File: src/rtl/servo_pkg.sv
// Shared types for the servo motion sequencer: channel count,
// position type and sequencer state encoding.
package servo_pkg;
  localparam int NUM_CH = 5;
  localparam int POS_W  = 8;

  typedef logic [POS_W-1:0] pos_t;

  typedef enum logic [1:0] {
    IDLE,
    WAIT_TICK,
    UPDATE,
    CHECK
  } seq_state_t;
endpackage

File: src/rtl/frame_tick_gen.sv
// Frame timer: counts enabled cycles and pulses o_tick on the last
// cycle of each TICK_DIV-cycle frame, then wraps to zero.
// Ports: i_clk, i_reset (sync, high), i_en (count), i_clr (zero the
// count), o_tick (one-cycle, high while count == TICK_DIV-1 and enabled).
module frame_tick_gen #(
  parameter int TICK_DIV = 1_000_000
) (
  input  logic i_clk,
  input  logic i_reset,
  input  logic i_en,
  input  logic i_clr,
  output logic o_tick
);
  localparam int CW = $clog2(TICK_DIV);
  localparam logic [CW-1:0] LAST = CW'(TICK_DIV - 1);

  logic [CW-1:0] r_cnt;

  always_ff @(posedge i_clk) begin
    if (i_reset || i_clr) begin
      r_cnt <= '0;
    end else if (i_en) begin
      if (r_cnt == LAST) r_cnt <= '0;
      else               r_cnt <= r_cnt + 1'b1;
    end
  end

  assign o_tick = i_en && (r_cnt == LAST);
endmodule

File: src/rtl/servo_motion_sequencer.sv
// Five-channel servo pose sequencer: shadow/active target poses and a
// slew-limited ramp of pos_out toward the active pose, one step per frame.
// Ports: CLOCK_50, reset (sync, high); tgt_we/tgt_ch/tgt_pos shadow write;
// start/halt move control; pos_out (5x8, registered), busy, done (pulse).
module servo_motion_sequencer
  import servo_pkg::*;
#(
  parameter int TICK_DIV = 1_000_000,
  parameter int STEP     = 4,
  parameter int POS_MIN  = 0,
  parameter int POS_MAX  = 255,
  parameter int CENTER   = 128
) (
  input  logic        CLOCK_50,
  input  logic        reset,
  input  logic        tgt_we,
  input  logic [2:0]  tgt_ch,
  input  logic [7:0]  tgt_pos,
  input  logic        start,
  input  logic        halt,
  output logic [39:0] pos_out,
  output logic        busy,
  output logic        done
);
  localparam pos_t       C_CTR   = pos_t'(CENTER);
  localparam pos_t       C_MIN   = pos_t'(POS_MIN);
  localparam pos_t       C_MAX   = pos_t'(POS_MAX);
  localparam pos_t       C_STEP8 = pos_t'(STEP);
  localparam logic [8:0] C_STEP9 = 9'(STEP);
  localparam logic [2:0] LAST_CH = 3'(NUM_CH - 1);

  pos_t       r_pos    [NUM_CH];
  pos_t       r_shadow [NUM_CH];
  pos_t       r_active [NUM_CH];
  seq_state_t r_state;
  logic [2:0] r_ch;
  logic       r_busy;
  logic       r_done;

  logic       w_tick;
  pos_t       w_clamped;
  pos_t       w_cur;
  pos_t       w_act;
  pos_t       w_mag;
  pos_t       w_next;
  logic [8:0] w_diff;
  logic       w_all_eq;

  frame_tick_gen #(
    .TICK_DIV(TICK_DIV)
  ) u_tick (
    .i_clk  (CLOCK_50),
    .i_reset(reset),
    .i_en   (r_state == WAIT_TICK),
    .i_clr  (halt),
    .o_tick (w_tick)
  );

  always_comb begin
    w_clamped = tgt_pos;
    if (int'(tgt_pos) < POS_MIN)      w_clamped = C_MIN;
    else if (int'(tgt_pos) > POS_MAX) w_clamped = C_MAX;
  end

  // Step never overshoots: magnitude is min(STEP, |active-pos|).
  always_comb begin
    w_cur  = r_pos[r_ch];
    w_act  = r_active[r_ch];
    w_diff = '0;
    w_mag  = '0;
    w_next = w_cur;
    if (w_cur < w_act) begin
      w_diff = {1'b0, w_act} - {1'b0, w_cur};
      w_mag  = (w_diff > C_STEP9) ? C_STEP8 : w_diff[7:0];
      w_next = w_cur + w_mag;
    end else if (w_cur > w_act) begin
      w_diff = {1'b0, w_cur} - {1'b0, w_act};
      w_mag  = (w_diff > C_STEP9) ? C_STEP8 : w_diff[7:0];
      w_next = w_cur - w_mag;
    end
  end

  // Pose-reached test including the channel being updated this cycle.
  always_comb begin
    w_all_eq = 1'b1;
    for (int i = 0; i < NUM_CH; i++) begin
      if (i == int'(r_ch)) begin
        if (w_next != r_active[i]) w_all_eq = 1'b0;
      end else if (r_pos[i] != r_active[i]) begin
        w_all_eq = 1'b0;
      end
    end
  end

  always_ff @(posedge CLOCK_50) begin
    if (reset) begin
      for (int i = 0; i < NUM_CH; i++) begin
        r_pos[i]    <= C_CTR;
        r_shadow[i] <= C_CTR;
        r_active[i] <= C_CTR;
      end
      r_state <= IDLE;
      r_ch    <= '0;
      r_busy  <= 1'b0;
      r_done  <= 1'b0;
    end else begin
      r_done <= 1'b0;
      if (tgt_we && (tgt_ch < 3'(NUM_CH))) begin
        r_shadow[tgt_ch] <= w_clamped;
      end
      if (halt && (r_state != IDLE)) begin
        r_state <= IDLE;
        r_busy  <= 1'b0;
      end else begin
        unique case (r_state)
          IDLE: begin
            if (start && !halt) begin
              for (int i = 0; i < NUM_CH; i++) begin
                r_active[i] <= r_shadow[i];
              end
              r_state <= WAIT_TICK;
              r_busy  <= 1'b1;
            end
          end
          WAIT_TICK: begin
            if (w_tick) begin
              r_ch    <= '0;
              r_state <= UPDATE;
            end
          end
          UPDATE: begin
            r_pos[r_ch] <= w_next;
            if (r_ch == LAST_CH) begin
              r_state <= CHECK;
              r_done  <= w_all_eq;
            end else begin
              r_ch <= r_ch + 3'd1;
            end
          end
          CHECK: begin
            // r_done holds the pose-reached result for this frame
            if (r_done) begin
              r_state <= IDLE;
              r_busy  <= 1'b0;
            end else begin
              r_state <= WAIT_TICK;
            end
          end
          default: r_state <= IDLE;
        endcase
      end
    end
  end

  always_comb begin
    pos_out = '0;
    for (int i = 0; i < NUM_CH; i++) begin
      pos_out[8*i +: 8] = r_pos[i];
    end
  end

  assign busy = r_busy;
  assign done = r_done;
endmodule

File: config.mk
export PLATFORM = sky130hd
export DESIGN_NAME = servo_motion_sequencer
export DESIGN_NICKNAME = d
export VERILOG_FILES = /design/src/rtl/servo_pkg.sv /design/src/rtl/frame_tick_gen.sv /design/src/rtl/servo_motion_sequencer.sv
export SDC_FILE = /design/constraint.sdc
export NUM_CORES = 1
export LEC_CHECK = 0
export CORE_ASPECT_RATIO = 0.6
export CORE_MARGIN = 2
export CORE_UTILIZATION = 65
export DETAILED_ROUTE_END_ITERATION = 10
export PLACE_DENSITY = 0.95
export SYNTH_ARGS = -nofsm -noshare
export SYNTH_HDL_FRONTEND = slang
export SYNTH_SLANG_ARGS = --single-unit
export TNS_END_PERCENT = 30
File: constraint.sdc
create_clock -name CLOCK_50 -period 15.85 [get_ports CLOCK_50]
set_input_delay 2.3775 -clock CLOCK_50 [delete_from_list [all_inputs] [get_ports CLOCK_50]]
set_output_delay 2.3775 -clock CLOCK_50 [all_outputs]
set_load 0.005 [all_outputs]
**Word level (Yosys, flattened, before mapping)**

Memories as Yosys holds them, arrays and structs flattened. A register that Yosys moved wholly into a read port is not among the register bits.
Index checks and enable logic that the tools add are counted.

- Memories: 3
- Output and inout bits: 42
- Input port bits: 16
- Flip-flop bits (word level): 27
- Word-level logic and storage cells: 129
- Memory bits (writable): 120

Memory list:

| name | depth | width | rd ports | clocked after Yosys merged registers in | wr ports | line | source |
|---|---|---|---|---|---|---|---|
| r_active | 5 | 8 | 6 | 1 | 5 | servo_motion_sequencer.sv:34 | `pos_t r_active [NUM_CH];` |
| r_pos | 5 | 8 | 6 | 1 | 5 | servo_motion_sequencer.sv:32 | `pos_t r_pos [NUM_CH];` |
| r_shadow | 5 | 8 | 5 | 0 | 5 | servo_motion_sequencer.sv:33 | `pos_t r_shadow [NUM_CH];` |

- Mux-type cells: 60
- Add/subtract/negate cells: 6
- Order comparisons: 5
- Eq/ne operators: 24
- Reductions and logical operators: 18
- Bitwise gates (word level): 8

Operators with widths:

| operator | number |
|---|---|
| two-way mux 8 bit | 11 |
| inequality test 8 bit | 10 |
| two-way mux 1 bit | 34 |
| two-way mux 3 bit | 8 |
| adder 20 x 1 -> 20 bit, second input constant | 1 |
| == test 20 bit, second input constant | 1 |
| two-way mux 20 bit | 1 |
| > comparator 9 x 3 -> 1 bit, second input constant | 2 |
| subtractor 8 x 8 -> 9 bit | 2 |
| OR reduction 8 bit | 2 |
| inequality test 2 bit, second input constant | 5 |
| == test 3 bit, first input constant | 3 |
| adder 8 bit | 1 |
| > comparator 8 bit | 1 |
| less-than comparator 8 bit | 1 |
| case mux 2 bit (4 select lines) | 1 |
| subtractor 8 bit | 1 |
| two-way mux 2 bit | 3 |
| case mux 3 bit (2 select lines) | 1 |
| AND reduction 3 bit | 2 |
| nonzero test 2 bit | 3 |
| OR 1 bit | 5 |
| == test 2 bit, second input constant | 2 |
| logical AND 1 bit | 4 |
| 14 further kinds | 16 |

**Depth between registers and ports, before layout**

- Word-level depth: 17
- Mapped depth: 27
- Gate-level depth less buffers: 23

**By module**

Synthesis repeated with hierarchy kept, for this count alone.

- Cell total of the unflattened synthesis: 915
- Area total of the unflattened synthesis: 10415.0 µm²

Modules (own cells, without submodules):

| module | instances | cells each | area each (µm²) | seq. area each (µm²) |
|---|---|---|---|---|
| servo_motion_sequencer | 1 | 804 | 9435.3 | 4524.3 |
| frame_tick_gen | 1 | 111 | 979.7 | 400.4 |

**Least setup slack after synthesis**

Ideal clock, no wire load.

- Path type: register to register
- From: register with a tool-made name
- To: register r_done (netlist: done)
- Clock period less this slack: 6.415 ns
- Slack: 9.435 ns
- Path buffers: 2
- Arrival time: 6.327 ns
- Stages on the path, launching flop included: 23
- Data required time: 15.762 ns
- Library setup time: 0.088 ns
- Cell sequence: dfxtp_1 -> buf_6 -> buf_1 -> mux4_2 -> mux2i_1 -> inv_1 -> fa_1 -> nand2b_1 -> a211oi_1 -> a211oi_1 -> nor4_2 -> nand3_1 -> or3_1 -> fa_1 -> a211o_1 -> a211o_1 -> o221ai_1 -> o21ai_2 -> xnor2_1 -> or4_1 -> a2111oi_0 -> a31oi_1 -> nor4_2

RTL lines:

| item | line | source |
|---|---|---|
| end signal: assignment | servo_motion_sequencer.sv:135 | `r_done <= w_all_eq;` |
| end: declaration | servo_motion_sequencer.sv:38 | `logic r_done;` |

==> impl_metrics.yaml <==
synth:
  synth-edff-count: 144
  synth_cell_type_count: 74
  ys_warn_count: 0
  ys_seq_area_frac: 0.4894
  synth_area_leaders: "edfxtp_1 (43%), dfxtp_1 (6.0%), mux4_2 (5.4%)"
  ys_async_sr_fraction: 0
  synthTopCellsByCount: "edfxtp_1 (144), nor2_1 (90), and2_1 (73)"
  syn_inst: 886
  synth_top_area_cell: "edfxtp_1"
  ys_ff_latch: 174
  syn-mean-instance-area_um2: 11.36
  netlist.area_leader.share: 0.4297
  synth_ff_type: "edfxtp_1"
  syn_area_mm2: 0.01006
  yosysMostFrequentCell: "edfxtp_1"
finish:
  nNetsFinal: 1005
  diodes: 0
  ff_latch_area_mm2: 0.004925
  multi_input_area_mm2: 0.004860
  area_growth_pct: 13.95
  drive_above_1_share: 0.1010
  nFillCells: 938
critical_path:
  crit_type: "flip-flop to flip-flop"
  cp_slowest_cell: "mux2i_1"
  cp_slowest_stage_delay_ns: 0.58
  crit_top_cell: "a211o_1"
  r2r_end: "done"
  cp_num_buf_inv: 2
  r2r_slack_ns: 8.15
  critPathLaunchType: "flip-flop"
  endpoint_kind: "flip-flop"
  reg2reg_depth: 22
  worstPathRequired_ns: 16.19
  worst-path-stages: 22
  crit_family: "compound AO/OA/AOI/OAI gates"
  worst_ep_arrival_time_ns: 8.04
  crit_end: "done"
  crit_path_cell_trace: "buf_4, mux4_2, mux2i_1, inv_1, ha_1, nand2_1, a211o_1, a221oi_2, a311o_1, nand3_1, or3_1, fa_1, a211o_1, a211oi_1, o21ai_0, nor3b_1, o22ai_2, xnor2_1, nor4_1, o2111a_1, a41oi_1, nor4_2"
  cp_max_fo: 19
grt:
  grt_pass1_vias: 7396
  grt_pass1_wl_um: 44490
  grt_overflow: 0
  grtUsageTotal: 0.3747
  antenna_found_initial: 1
  grt_max_degree: 41
placed_design:
  pre_cts_ws_ns: 8.699
  place_hpwl_um: 21330
  place.gp.congestion: 1.019
  io_buffers: 57
cts:
  cts_setup_buffers: 0
  cts_tree: "built"
  clk_pin_slew_ns: 0.07
  root_buffer: "clkbuf_16"
  cts_buffer_depth: 2
  clk_latency_ns: 0.44
  cts_buffers: 17
  holdBufCountCts: 0
  htreeDepth: 4
  cts.sinks: 174
  cts_resized: 0
routing:
  antenna_left: 0
  dr.pass1.iters: 6
  drc_errors: 0
  wl_per_cell_um: 25.27
  vias: 7849
  drt_iter0_markers: 1364
  routed_via_density: 6.749
  routed_wl_um: 29390
timing:
  hold_viol: 0
  finalCriticalPeriod_ns: 7.704
  fmax_mhz: 129.8
  rsz0062_at_grt: "no"
  tightest_slew_ns: 1.222
  hold_ws_ns: 0.5314
  drv_slew: 0
  setup_viol_count_final: 0
  tns_ns: 0
  period_share: 0.4860
  slew_headroom: 0.1798
  fin_ws_ns: 8.146
  skew_ns: 0.01497
outcome:
  status: "complete, no violations"
die:
  die_area_mm2: 0.01652
  fp.dieW_um: 164.6
  start_util: 0.6603
  placementRows: 35
  io_pins: 58
  die_h_um: 100.4
  core_area_mm2: 0.01524
power_and_ir_drop:
  leakagePower_nw: 4.168
  peakVddDrop_mv: 0.06839
  power_mw: 1.527
  p_per_area_mw_per_mm2: 133.2
hold_path:
  hold_path.class: "flip-flop to flip-flop"
run:
  maxCapViolCount: 0
## area by class of cell
class / instances / share of cell area
flip-flops and latches: 174 / 0.4295
multi-input cells: 646 / 0.4238
repair buffers: 66 / 0.05565
clock buffers: 21 / 0.04299
well taps: 203 / 0.02215
inverters: 42 / 0.01375
clock inverters: 11 / 0.01211
## kinds of logic after synthesis
| family | Yosys count | synth area share |
|---|---|---|
| and+or+nand+nor | 345 | 0.1848 |
| AOI/OAI and AO/OA | 107 | 0.07262 |
| DFF | 174 | 0.4894 |
| other | 2 | 0.0007464 |
| adders and majority gates | 42 | 0.05521 |
| muxes | 47 | 0.07995 |
| xor gates and xnor gates | 97 | 0.08717 |
| buffers and inverters | 72 | 0.03009 |
## how the worst min path moves through the flow
stage                      from          endpoint  slack, ns  depth (start not counted)
2_1_floorplan  u_tick.r_cnt[19]  u_tick.r_cnt[19]       0.47                          2
3_3_place_gp    u_tick.r_cnt[4]   u_tick.r_cnt[4]       0.50                          2
3_5_place_dp     r_shadow[3][0]    r_active[3][0]       0.51                          1
4_1_cts        u_tick.r_cnt[18]  u_tick.r_cnt[18]       0.53                          2
5_1_grt          r_shadow[2][7]    r_active[2][7]       0.54                          1
6_report         r_shadow[2][7]    r_active[2][7]       0.53                          1
## flip-flops by register name, indices dropped and copies added (netlist names), named ones only
register / count
done: 1
busy: 1
r_active: 40
u_tick.r_cnt: 20
r_ch: 3
r_shadow: 40
r_pos: 64
r_state: 2
## layout by cell type (no fill, tap or decap), types with 30 or more instances in the layout
cell type / synthesis / layout
edfxtp_1: 144 / 144
nor2_1: 90 / 90
inv_1: 37 / 37
xor2_1: 49 / 49
ha_1: 38 / 38
dfxtp_1: 30 / 30
clkdlybuf4s50_1: 0 / 57
a21oi_1: 35 / 35
and2_1: 73 / 73
xnor2_1: 46 / 46
## layer usage
metal	global-route usage	up-vias	wire [µm]
met3	0.1748	119	5089
met4	0.1318	2	1113
met1	0.5113	3679	11150
met5	0	-	13
met2	0.5294	716	12030
li1	-	3333	-
## stage by stage
step                      cells  area, µm²  utilization
final                      1163      11470       0.7524
after global routing       1163      11470       0.7524
after CTS                  1163      11470       0.7524
after detailed placement   1131      10830       0.7109
after global placement     1131      10830       0.7109
after floorplan             892      10080            -
## power breakdown
part	leakage, nW	switching, mW	internal, mW
combinational	2.21	0.324	0.180
sequential	1.65	0.0357	0.537
clock	0.310	0.190	0.260
(Power assumes the default switching activity.)
